`src/rtl/regfile_wb_arbiter_if.sv`:
```
// Writeback bus between the two writeback sources, the arbiter and the register file write port.
// The arbiter uses the slave modport. The sources and the register file side use the master modport.
interface regfile_wb_arbiter_if;
    logic        alu_vld_w_i;
    logic [4:0]  alu_reg_w_i;
    logic [31:0] alu_data_w_i;
    logic        alu_rdy_w_o;

    logic        mem_vld_w_i;
    logic [4:0]  mem_reg_w_i;
    logic [31:0] mem_data_w_i;
    logic        mem_rdy_w_o;

    logic [4:0]  wr_reg_w_o;
    logic [31:0] wr_data_w_o;
    logic        reg_wr_flag_w_o;
    logic        starved_w_o;

    modport slave (
        input  alu_vld_w_i, alu_reg_w_i, alu_data_w_i,
        input  mem_vld_w_i, mem_reg_w_i, mem_data_w_i,
        output alu_rdy_w_o, mem_rdy_w_o,
        output wr_reg_w_o, wr_data_w_o, reg_wr_flag_w_o, starved_w_o
    );

    modport master (
        output alu_vld_w_i, alu_reg_w_i, alu_data_w_i,
        output mem_vld_w_i, mem_reg_w_i, mem_data_w_i,
        input  alu_rdy_w_o, mem_rdy_w_o,
        input  wr_reg_w_o, wr_data_w_o, reg_wr_flag_w_o, starved_w_o
    );
endinterface

```
`src/rtl/regfile_wb_arbiter.sv`:
```
// Two-source register file writeback arbiter: MEM has priority, and a starvation counter eventually forces an ALU grant.
// Defining REGFILE_WB_X0_DROP_EN suppresses write strobes to register 0.
module regfile_wb_arbiter #(
    parameter int unsigned STARVE_LIMIT = 3
) (
    input logic                  clk_w_i,
    input logic                  res_w_i_h,
    regfile_wb_arbiter_if.slave  bus
);
    localparam logic [3:0] LIMIT = 4'(STARVE_LIMIT);

    logic [3:0]  starve_cnt;
    logic        at_limit;
    logic        alu_grant;
    logic        mem_grant;
    logic        write_en;
    logic [4:0]  grant_reg;
    logic [31:0] grant_data;

    // MEM wins a tie unless ALU has already waited STARVE_LIMIT grants.
    always_comb begin
        at_limit   = (starve_cnt >= LIMIT);
        alu_grant  = 1'b0;
        mem_grant  = 1'b0;
        grant_reg  = bus.mem_reg_w_i;
        grant_data = bus.mem_data_w_i;
        if (!res_w_i_h) begin
            alu_grant = bus.alu_vld_w_i && (!bus.mem_vld_w_i || at_limit);
            mem_grant = bus.mem_vld_w_i && !(bus.alu_vld_w_i && at_limit);
        end
        if (alu_grant) begin
            grant_reg  = bus.alu_reg_w_i;
            grant_data = bus.alu_data_w_i;
        end
`ifdef REGFILE_WB_X0_DROP_EN
        write_en = (alu_grant || mem_grant) && (grant_reg != 5'd0);
`else
        write_en = alu_grant || mem_grant;
`endif
    end

    assign bus.alu_rdy_w_o = alu_grant;
    assign bus.mem_rdy_w_o = mem_grant;
    assign bus.starved_w_o = at_limit;

    always_ff @(posedge clk_w_i) begin
        if (res_w_i_h) begin
            starve_cnt <= 4'd0;
        end else if (!bus.alu_vld_w_i || alu_grant) begin
            starve_cnt <= 4'd0;
        end else if (mem_grant && !at_limit) begin
            starve_cnt <= starve_cnt + 4'd1;
        end
    end

    // A consumed but dropped transfer leaves the previous index and data on the port.
    always_ff @(posedge clk_w_i) begin
        if (res_w_i_h) begin
            bus.wr_reg_w_o      <= 5'd0;
            bus.wr_data_w_o     <= 32'd0;
            bus.reg_wr_flag_w_o <= 1'b0;
        end else begin
            bus.reg_wr_flag_w_o <= write_en;
            if (write_en) begin
                bus.wr_reg_w_o  <= grant_reg;
                bus.wr_data_w_o <= grant_data;
            end
        end
    end
endmodule

```
`src/flat_wrapper.sv`:
```
// flat-port wrapper written by rule: the top's interface ports become plain ports
module regfile_wb_arbiter_flat 
#(
    parameter int unsigned STARVE_LIMIT = 3
)
  (clk_w_i, res_w_i_h, bus_alu_vld_w_i, bus_alu_reg_w_i, bus_alu_data_w_i, bus_mem_vld_w_i, bus_mem_reg_w_i, bus_mem_data_w_i, bus_alu_rdy_w_o, bus_mem_rdy_w_o, bus_wr_reg_w_o, bus_wr_data_w_o, bus_reg_wr_flag_w_o, bus_starved_w_o);
  regfile_wb_arbiter_if bus_i ();
  input logic clk_w_i;
  input logic res_w_i_h;
  input wire logic [$bits(bus_i.alu_vld_w_i)-1:0] bus_alu_vld_w_i;
  input wire logic [$bits(bus_i.alu_reg_w_i)-1:0] bus_alu_reg_w_i;
  input wire logic [$bits(bus_i.alu_data_w_i)-1:0] bus_alu_data_w_i;
  input wire logic [$bits(bus_i.mem_vld_w_i)-1:0] bus_mem_vld_w_i;
  input wire logic [$bits(bus_i.mem_reg_w_i)-1:0] bus_mem_reg_w_i;
  input wire logic [$bits(bus_i.mem_data_w_i)-1:0] bus_mem_data_w_i;
  output wire logic [$bits(bus_i.alu_rdy_w_o)-1:0] bus_alu_rdy_w_o;
  output wire logic [$bits(bus_i.mem_rdy_w_o)-1:0] bus_mem_rdy_w_o;
  output wire logic [$bits(bus_i.wr_reg_w_o)-1:0] bus_wr_reg_w_o;
  output wire logic [$bits(bus_i.wr_data_w_o)-1:0] bus_wr_data_w_o;
  output wire logic [$bits(bus_i.reg_wr_flag_w_o)-1:0] bus_reg_wr_flag_w_o;
  output wire logic [$bits(bus_i.starved_w_o)-1:0] bus_starved_w_o;
  assign bus_i.alu_vld_w_i = bus_alu_vld_w_i;
  assign bus_i.alu_reg_w_i = bus_alu_reg_w_i;
  assign bus_i.alu_data_w_i = bus_alu_data_w_i;
  assign bus_i.mem_vld_w_i = bus_mem_vld_w_i;
  assign bus_i.mem_reg_w_i = bus_mem_reg_w_i;
  assign bus_i.mem_data_w_i = bus_mem_data_w_i;
  assign bus_alu_rdy_w_o = bus_i.alu_rdy_w_o;
  assign bus_mem_rdy_w_o = bus_i.mem_rdy_w_o;
  assign bus_wr_reg_w_o = bus_i.wr_reg_w_o;
  assign bus_wr_data_w_o = bus_i.wr_data_w_o;
  assign bus_reg_wr_flag_w_o = bus_i.reg_wr_flag_w_o;
  assign bus_starved_w_o = bus_i.starved_w_o;
  regfile_wb_arbiter #(.STARVE_LIMIT(STARVE_LIMIT)) u_core (.clk_w_i(clk_w_i), .res_w_i_h(res_w_i_h), .bus(bus_i));
endmodule
```
`config.mk`:
```
export PLATFORM = sky130hd
export DESIGN_NAME = regfile_wb_arbiter_flat
export DESIGN_NICKNAME = d
export VERILOG_FILES = /design/src/rtl/regfile_wb_arbiter_if.sv /design/src/rtl/regfile_wb_arbiter.sv /design/src/flat_wrapper.sv
export SDC_FILE = /design/constraint.sdc
export NUM_CORES = 1
export LEC_CHECK = 0
export CORE_ASPECT_RATIO = 0.8
export CORE_MARGIN = 2
export CORE_UTILIZATION = 34
export CTS_CLUSTER_SIZE = 30
export DETAILED_ROUTE_END_ITERATION = 6
export PLACE_DENSITY = 0.84
export SLEW_MARGIN = 20
export SYNTH_ARGS = -nofsm -noshare
export SYNTH_HDL_FRONTEND = slang
export SYNTH_SLANG_ARGS = --single-unit
```
`constraint.sdc`:
```
create_clock -name clk_w_i -period 2.1 [get_ports clk_w_i]
set_clock_uncertainty 0.2 [all_clocks]
set_input_delay 0.42 -clock clk_w_i [delete_from_list [all_inputs] [get_ports clk_w_i]]
set_output_delay 0.42 -clock clk_w_i [all_outputs]
set_load 0.005 [all_outputs]
```
# After elaboration in Yosys (flattened, before gate mapping)
# Index checks and enable logic that the tools add are counted.
# W data, S select, Z words.
# word_totals
regBits	42
in_bits	78
output_inout_bits	41
# op_classes
n_addsub	1
n_lt_le_gt_ge	1
mux	4
reduce_logical	12
# ops
operator	count
$mux W32	1
$mux W5	1
$add A4 B1 Y4 const B	1
$ge A4 B2 Y1 const B	1
$logic_and A1 B1 Y1	4
$logic_not A1 Y1	4
$logic_or A1 B1 Y1	3
$mux W1	2
$reduce_or A2 Y1	1

# Logic depth before layout (Yosys ltp)
# logic_depth
depth_word	6
depth_mapped	6
mapped_depth_nobuf	4

# Worst setup path after synthesis
# Ideal clock, no wire load.
# synth_path
kind	flip-flop to flip-flop
startpoint	reg u_core.starve_cnt[0]
endpoint	reg u_core.bus.wr_data_w_o[10]
setup_ns	0.134
t_arrival_ns	1.586
t_required_ns	1.766
slack_ns	0.179
stages_incl_launch_ff	7
path_cell_list	dfxtp_1 -> ha_1 -> or4b_1 -> buf_6 -> buf_6 -> a311oi_1 -> a211oi_1
# synth_between
elab_chain_cells	6
word_cells_on_any_way	10
cone_classes	order compare (1); mux (3); reduce/logical (6)
# synth_rtl
item	line_no	source
start: declaration	regfile_wb_arbiter.sv:12	logic [3:0] starve_cnt;
start signal: assignment	regfile_wb_arbiter.sv:52	starve_cnt <= starve_cnt + 4'd1;
$ge A4 B2 Y1 (*)	regfile_wb_arbiter.sv:22	at_limit = (starve_cnt >= LIMIT);
$logic_and A1 B1 Y1	regfile_wb_arbiter.sv:29	mem_grant = bus.mem_vld_w_i && !(bus.alu_vld_w_i && at_limit);
$logic_not A1 Y1	regfile_wb_arbiter.sv:29	
$logic_and A1 B1 Y1	regfile_wb_arbiter.sv:29	
$mux W1	regfile_wb_arbiter.sv:27	if (!res_w_i_h) begin
$logic_or A1 B1 Y1	regfile_wb_arbiter.sv:38	write_en = alu_grant || mem_grant;
end signal: assignment	regfile_wb_arbiter.sv:66	bus.wr_data_w_o <= grant_data;
end: declaration	regfile_wb_arbiter_if.sv:23	output wr_reg_w_o, wr_data_w_o, reg_wr_flag_w_o, starved_w_o
# Mark *: on every way between the ends. The rest lies on a longest branch, timed or not.
# A chain may end at the register's enable or synchronous reset.

# Worst setup path in the final report
# layout_path
startpoint	reg u_core.starve_cnt[1]
endpoint	reg u_core.bus.wr_data_w_o[30]
# Same word-level chain as after synthesis.

==> metrics.txt <==
Final Util 0.6022; sequential area share after synthesis 0.4156; Setup TNS 0 ns; fraction of layout cells with a size suffix above 1 0.1286; root buf cell clkbuf_8; TritonCTS Sinks 42; GRT Util Overall 0.1921; CORE AREA 5818 sq um; antenna cell count 0; first-pass detailed-route iteration total 4; DRT iter0 DRCs 71; CTS tree done; fin crit period 2.080 ns; number of port buffers 118; Final nets 429; Seq pwr share 0.467; f_max 480.8 MHz; sw frac 0.2587; most frequent cells in the layout 113 x clkdlybuf4s50_1, 40 x nor2_1, 40 x dfxtp_1; Bufs on Longest Clock Path 2; I/O pins 119; vias in the first global route 2175; initial antenna violation count 0; RSZ-0062 raised after global routing true; via-per-instance ratio 5.343; DP Wirelength 4.719 mm; P&R area growth vs syn 73.16%; DIE WIDTH 90.25 microns; Hold Path Class reg -> reg; Post-Syn Area 2023 sq um; crit share post-route 0.9905; first-pass GRT wire length 10.18 mm; Warnings, synthesis 0; Worst Path Required 2.05 ns; max_cap viols 0; fill count 540; WL/cell 15.64 microns; setup violators final 0; Clk pwr share 0.250; P_sw 0.0004934 W; clock buffer count from CTS 5; gr ovfl total 0; Seq cells post-synth 42; hold buffer count at CTS 0; Static Leak 1.203 nW; Logic pwr share 0.283; cells after synthesis 238; Initial Util 0.3477; Via Count 2303; status finished, final reports clean; critical path endpoint category flop; critical path type reg -> reg; internal power 0.001414 W; total power 0.001907 W; mean post-synth cell area 8.501 sq um; pin count of the biggest net entering global routing 38; die area 6587 sq um; die extent in y 73.00 microns; commonest non-fill, non-tap cell in the layout clkdlybuf4s50_1; drt drc 0; H-Tree Level Count 2; CP arrival 2.03 ns; Worst Setup Start Kind flop; Yosys cell types 21; drt total wl 6.739 mm; FP Rows 25; final slew viol count 0; Cell Pwr Density 544.4 nW/um^2; Clock transition at path regs 0.07 ns; gpl congestion 0.7453; CP Max Fanout 19; final hold vios 0; antenna violation net count after detailed routing 0; worst skew pair latency 0.28 ns; setup ws final 0.02003 ns; Max IR drop VDD 0.0002993 V; pre-CTS WS -0.3444 ns
## per-layer routing
metal / vias up / wire, microns / GRT usage
met3: 2 / 580 / 0.07335
met1: 1078 / 2885 / 0.2257
li1: 1135 / - / -
met2: 88 / 3254 / 0.3367
met4: 0 / 18 / 0.04615
met5: - / 0 / 0
## sequential cells by signal (all words and copies together), names as in the netlist
signal	cells
u_core.bus.wr_data_w_o	32
u_core.starve_cnt	4
u_core.bus.wr_reg_w_o	5
u_core.bus.reg_wr_flag_w_o	1
## critical path, cell delays in order, from the launching register on
cell      delay [ns]
dfxtp_2         0.34
ha_4            0.17
buf_6           0.12
or4b_4          0.51
buf_8           0.19
a311oi_2        0.30
a211oi_1        0.12
## synth_stat cells, drive strengths merged
master  instances  area share
a211oi         37        0.14
a21boi          1      0.0037
a311oi         37        0.16
buf             9       0.035
clkbuf         23       0.043
conb            1      0.0019
dfxtp          42        0.42
ha              1      0.0062
inv             2      0.0037
nand2b          1      0.0031
nand3           1      0.0025
nor2           41       0.077
nor2b           1      0.0031
nor3            1      0.0025
nor4b           1      0.0043
o21ai          37       0.092
o21ba           1      0.0049
or4b            1      0.0049
## cell type report
cell class                      count  area (sq um)  share of cell area
Clock buffer                        7         76.32             0.02179
Inverter                            2         7.507            0.002143
Multi-Input combinational cell    163          1136              0.3243
Sequential cell                    42         843.3              0.2407
Tap cell                           81         101.3             0.02893
Timing Repair Buffer              136          1339              0.3821
## path summary, 6_finish.rpt
path	startpoint	end	slack, ns	cells after the start
setup / recovery	u_core.starve_cnt[1]	u_core.bus.wr_data_w_o[30]	0.02	6
setup reg to reg	u_core.starve_cnt[1]	u_core.bus.wr_data_w_o[30]	0.02	6
hold / removal	u_core.starve_cnt[0]	u_core.starve_cnt[0]	0.23	1
hold reg to reg	u_core.starve_cnt[0]	u_core.starve_cnt[0]	0.23	1
## kinds of logic (layout without fill, tap and decap cells)
kind of cell | Yosys count | count (layout) | synth area share
buffers and inverters | 34 | 145 | 0.08101
and+or+nand+nor | 47 | 47 | 0.09771
AOI/OAI and AO/OA | 113 | 113 | 0.3977
DFF | 42 | 42 | 0.4156
other | 1 | 2 | 0.001854
adders and majority gates | 1 | 1 | 0.006183
## power by group through the flow
stage | Sequential [W] | Clock, W | Combinational, W
6_report | 0.000891 | 0.000477 | 0.000539
5_1_grt | 0.000897 | 0.000531 | 0.000584
4_1_cts | 0.000890 | 0.000495 | 0.000526
3_5_place_dp | 0.000908 | 0 | 0.000520
3_3_place_gp | 0.000905 | 0 | 0.000511
2_1_floorplan | 0.000910 | 0 | 0.000195
## through the flow
| step | hold slack, ns | instances | instance area (sq um) |
|---|---|---|---|
| after global placement | 0.2073 | 424 | 3302 |
| after CTS | 0.2320 | 432 | 3421 |
| after floorplan | 0.1990 | 239 | 2027 |
| final | 0.2278 | 431 | 3503 |
| after detailed placement | 0.2165 | 424 | 3302 |
| after global routing | 0.2567 | 431 | 3503 |
## what timing repair did
action	in CTS	in global routing
endpoints found under the setup margin	11	40
gates resized for setup	13	22
pin swaps	1	5
cloned	0	0
setup buffers	1	0
Note: power is estimated with default switching activity, not from simulation.
